## src/rtl/pht_pkg.sv

```systemverilog
// Shared types and helpers for the pattern history table: 2-bit counter
// encoding, table geometry and the saturating counter update.
package pht_pkg;

  typedef logic [1:0] ctr_t;

  localparam ctr_t CTR_SNT = 2'b00;
  localparam ctr_t CTR_WNT = 2'b01;
  localparam ctr_t CTR_WT  = 2'b10;
  localparam ctr_t CTR_ST  = 2'b11;

  localparam int PHT_INDEX_W = 8;
  localparam int PHT_ENTRIES = 256;

  // Saturating step: never wraps past strong taken or strong not-taken.
  function automatic ctr_t ctr_next(ctr_t ctr, logic taken);
    ctr_t res;
    if (taken) begin
      res = (ctr == CTR_ST) ? CTR_ST : ctr_t'(ctr + 2'd1);
    end else begin
      res = (ctr == CTR_SNT) ? CTR_SNT : ctr_t'(ctr - 2'd1);
    end
    return res;
  endfunction

endpackage

```

## src/rtl/decoder_8to256.sv

```systemverilog
// 8-to-256 one-hot address decoder feeding the counter array row enables.
module decoder_8to256 (
  input  logic [7:0]   address,
  output logic [255:0] decoded_output
);

  assign decoded_output = 256'd1 << address;

endmodule

```

## src/rtl/pht_counter_table.sv

```systemverilog
// Pattern history table: 256 flop-based 2-bit saturating counters with a
// registered lookup port. Define PHT_BYPASS_EN to forward same-cycle
// update/clear results into the lookup.
module pht_counter_table
  import pht_pkg::*;
#(
  parameter int   INDEX_W   = PHT_INDEX_W,
  parameter int   ENTRIES   = PHT_ENTRIES,
  parameter ctr_t CTR_RESET = CTR_WNT
) (
  input  logic               clk,
  input  logic               rst,
  input  logic               lookup_valid,
  input  logic [INDEX_W-1:0] lookup_address,
  output logic               pred_valid,
  output logic               pred_taken,
  output logic [1:0]         pred_ctr,
  input  logic               update_valid,
  input  logic [INDEX_W-1:0] update_address,
  input  logic               update_taken,
  input  logic               clear
);

  ctr_t                   ctr_q [ENTRIES];
  logic [PHT_ENTRIES-1:0] row_dec;
  logic [ENTRIES-1:0]     row_en;
  ctr_t                   rd_ctr_p0;
  logic                   vld_p1;
  ctr_t                   ctr_p1;

  decoder_8to256 u_decoder (
    .address        (update_address),
    .decoded_output (row_dec)
  );

  assign row_en = row_dec & {ENTRIES{update_valid}};

  // Counter array: clear overrides any same-cycle training write.
  always_ff @(posedge clk or posedge rst) begin
    if (rst) begin
      for (int i = 0; i < ENTRIES; i++) ctr_q[i] <= CTR_RESET;
    end else if (clear) begin
      for (int i = 0; i < ENTRIES; i++) ctr_q[i] <= CTR_RESET;
    end else begin
      for (int i = 0; i < ENTRIES; i++) begin
        if (row_en[i]) ctr_q[i] <= ctr_next(ctr_q[i], update_taken);
      end
    end
  end

  always_comb begin
    rd_ctr_p0 = ctr_q[lookup_address];
`ifdef PHT_BYPASS_EN
    if (clear) begin
      rd_ctr_p0 = CTR_RESET;
    end else if (update_valid && (update_address == lookup_address)) begin
      rd_ctr_p0 = ctr_next(ctr_q[lookup_address], update_taken);
    end
`endif
  end

  // Stage p1: registered prediction; data holds when no lookup is accepted.
  always_ff @(posedge clk or posedge rst) begin
    if (rst) begin
      vld_p1 <= 1'b0;
      ctr_p1 <= CTR_SNT;
    end else begin
      vld_p1 <= lookup_valid;
      if (lookup_valid) ctr_p1 <= rd_ctr_p0;
    end
  end

  assign pred_valid = vld_p1;
  assign pred_ctr   = ctr_p1;
  assign pred_taken = ctr_p1[1];

endmodule
```

## config.mk

```make
export PLATFORM = sky130hd
export DESIGN_NAME = pht_counter_table
export DESIGN_NICKNAME = d
export VERILOG_FILES = /design/src/rtl/pht_pkg.sv /design/src/rtl/decoder_8to256.sv /design/src/rtl/pht_counter_table.sv
export SDC_FILE = /design/constraint.sdc
export NUM_CORES = 2
export LEC_CHECK = 0
export CAP_MARGIN = 20
export CORE_ASPECT_RATIO = 1.2
export CORE_MARGIN = 4
export CORE_UTILIZATION = 55
export DETAILED_ROUTE_END_ITERATION = 10
export DONT_BUFFER_PORTS = 1
export GPL_TIMING_DRIVEN = 0
export HOLD_SLACK_MARGIN = 0.08
export PLACE_DENSITY = 0.84
export SETUP_SLACK_MARGIN = 0.15
export SYNTH_ARGS = -nofsm -noshare
export SYNTH_HDL_FRONTEND = slang
export SYNTH_HIERARCHICAL = 1
export SYNTH_SLANG_ARGS = --single-unit
export TNS_END_PERCENT = 100
```

## constraint.sdc

```tcl
create_clock -name clk -period 17.9 [get_ports clk]
set_clock_uncertainty 0.05 [all_clocks]
set_input_delay 3.58 -clock clk [delete_from_list [all_inputs] [get_ports clk]]
set_output_delay 3.58 -clock clk [all_outputs]
set_load 0.1 [all_outputs]
```

==> summary.md <==
| Metric | Value |
|---|---|
| Final period util | roughly two fifths |
| Crit path buf inv count | 3 |
| Area of the multi-input gates | approximately 18000 um2 |
| Minimum clock period | between 6 and 7 ns |
| Arrival @ worst endpoint | around 7.3 ns |
| CP top delay family | buffers and inverters |
| Worst-Margin Slew | approximately 1.3 ns |
| Vias | between 30000 and 40000 |
| Most common cell after layout, fill and taps aside | o21ai_0 |
| Syn avg cell area | around 8.4 um2 |
| Setup crit end kind | flip-flop |
| Mapped Cells | just under 4000 |
| Antenna violations before repair | 13 |
| Final hold viol count | 0 |
| Final wirelength | ~160 mm |
| RSZ-0062 raised after global routing | false |
| Slew Viols, Final | 0 |
| Post-synth top area share | between 20% and 30% |
| Startpoint Class | input pin |
| CTS root buf | clkbuf_16 |
| PD cells | approximately 76 nW/um2 |
| Routed Antenna Nets | 0 |
| First-pass GRT wire length | around 230 mm |
| Layout cells sized above 1 | between 10% and 20% |
| EDFF count, synth | 0 |
| Layout area overhead | 9.16% |
| DP Wirelength | between 100 and 150 mm |
| Status | finished clean |
| IO Count | 26 |
| Initial detailed-routing violation count | 5160 |
| Register area | 13200 um2 |
| Vias per cell | around 7.2 |
| Port Buffers | 0 |
| Clk_lat worst skew | roughly 0.64 ns |
| # hold bufs at CTS | 0 |
| Max transition margin | between 15 and 20% |
| Largest net degree at the start of global routing | ~130 |
| Post-CTS Setup Bufs | 0 |
| Post-synthesis register bit count | 515 |
| Critical-path top delay cell | buf_2 |
| Fraction of registers with async set or reset after synthesis | between 90% and 100% |
| Starting density of the core | 55.8% |
| CTS max path bufs | 3 |
| Leakage | 15.8 nW |
| Clock Sink Count | a little over 500 |
| Synthesized area | about 33000 um2 |
| Peak VDD IR | approximately 0.000080 V |
| Critical path type | input pin to flip-flop |
| Final setup fails | 0 |
| WL/cell | 33.2 um |
| First-pass detailed-route iteration total | 9 |
| Gr usage total | 49.5% |
| Largest fanout on the critical path | 10 |
| Setup TNS | 0 ns |
| Core ar. | about 60000 um2 |
| Vias in the first global route | between 30000 and 40000 |
| Post-CTS sizing | 0 |
| Fill cells | 5348 |
| H-tree levels | 2 |
| # rows | a little under 100 |
| Clk pin slew, worst setup/hold paths | roughly 0.06 ns |
| Synth Flop Type | dfrtp_1 |
| Height of the chip | roughly 280 um |
| Crit-path most repeated cell | buf_2 |
| Most frequent cells in the layout | o21ai_0, nor2_1, a21oi_1 |
| Post-route DRC | 0 |
| Die width | approximately 230 um |
| Post-synthesis sequential area ratio | about two fifths |
| Routability cong. | 1.11 |
| Max Fclk | 0.146 GHz |
| Grt ovf | 0 |
| Min-Delay Path Class | flip-flop to flip-flop |
| Syn nets | 3992 |
| Final core occ | 60.9% |
| Largest cells by area after synthesis | dfstp_2, dfrtp_1, o21ai_0 |
| CTS buffer count | 56 |
| Max_cap viols | 0 |
| Critical Path Max Stage Delay | just under 0.8 ns |
| Crit path cell chain | buf_2 -> buf_2 -> buf_2 -> nand3_1 -> o2111ai_1 -> a31oi_1 -> o311ai_0 -> a41oi_1 -> o32ai_1 |
| Die area | 64500 um2 |
| Cell taking the most area after synthesis | dfstp_2 |
| CTS tree | yes |
| Synth Warn # | 6 |
| Worst hold slack | between 0.4 and 0.5 ns |
| Nets | a little over 4000 |
| Worst EP required | ~18 ns |
| Post-synth cell types | between 70 and 80 |
[cell usage after synthesis, types with 10 or more instances]
cell type  number
o21ai_0       935
o221ai_1       11
a21oi_1       419
a31oi_1        10
dfrtp_1       259
a21o_1        155
o311ai_0       99
mux4_1         12
mux2i_1        43
nand3_1        15
clkbuf_1      195
buf_6          19
nor3_1         32
mux4_2         98
or4b_1         15
a22oi_1        14
inv_1         159
nand2_1       286
nand4b_1       14
nor2_1        479
and2_1        100
nand4bb_1      23
dfstp_2       256
buf_2          52
and3_1        104
nor4_1         19
buf_1          19
[sequential cells by signal (all words and copies together), names as in the netlist]
name        cells
pred_ctr        2
pred_valid      1
ctr_q         512
[final timing paths]
| path | start | end | slack (ns) | depth (start not counted) |
|---|---|---|---|---|
| max | lookup_address[1] | pred_ctr[0] | 11.06 | 9 |
| min | ctr_q[28] | ctr_q[29] | 0.49 | 2 |
| max reg2reg | ctr_q[504] | pred_ctr[0] | 15.11 | 5 |
| min reg2reg | ctr_q[28] | ctr_q[29] | 0.49 | 2 |
| max in group asynchronous | rst | ctr_q[239] | 13.27 | 3 |
| min in group asynchronous | rst | ctr_q[445] | 2.81 | 1 |
[final cells by class]
class	count	area share, %
diodes	7	0.0482
plain buffers	304	4.02
clock buffers	87	4.57
clock inverters	17	0.410
inverters	161	1.68
multi-input cells	2990	49.6
flip-flops and latches	515	36.3
well taps	800	2.75
repair buffers	11	0.592
[per-stage QoR]
| stage | worst slack (ns) | instance area (um2) | std cells | power, W |
|---|---|---|---|---|
| after CTS | 11.43 | 36200 | 4880 | 0.00272 |
| after global routing | 11.25 | 36300 | 4885 | 0.00280 |
| final | 11.06 | 36300 | 4892 | 0.00276 |
| after floorplan | 0.309 | 33300 | 3970 | 0.00140 |
| after detailed placement | 10.80 | 34400 | 4776 | 0.00156 |
| after global placement | -6.13 | 34300 | 4770 | 0.00155 |
[routing by layer]
metal / part of all wire [%] / routed length, um / vias to the layer above / GRT usage, %
li1: - / - / 14500 / -
met1: 34 / 54900 / 16900 / 59.6
met2: 40 / 65300 / 2821 / 68.6
met3: 14 / 22200 / 890 / 17.6
met4: 12 / 20100 / 0 / 45.2
met5: 0 / 0 / - / 0
[power by group]
part | leakage [nW] | internal, W | switching (W)
Combinational | 8.58 | 0.0000813 | 0.000274
Sequential | 6.30 | 0.00118 | 0.0000278
Clock | 0.882 | 0.000663 | 0.000527
[cell families after synthesis]
logic type	after synthesis	share of synthesized area [%]
and+or+nand+nor	1145	16.7
DFF	515	39.7
AOI/OAI and AO/OA	1684	28.3
muxes	161	9.14
buffers and inverters	465	6.21
[tightest hold or removal path, delay by kind of cell, from the launching register on]
family          cells  cell delay [ns]
flops               1             0.38
compound gates      2             0.13
Note: power is estimated with default switching activity, not from simulation.
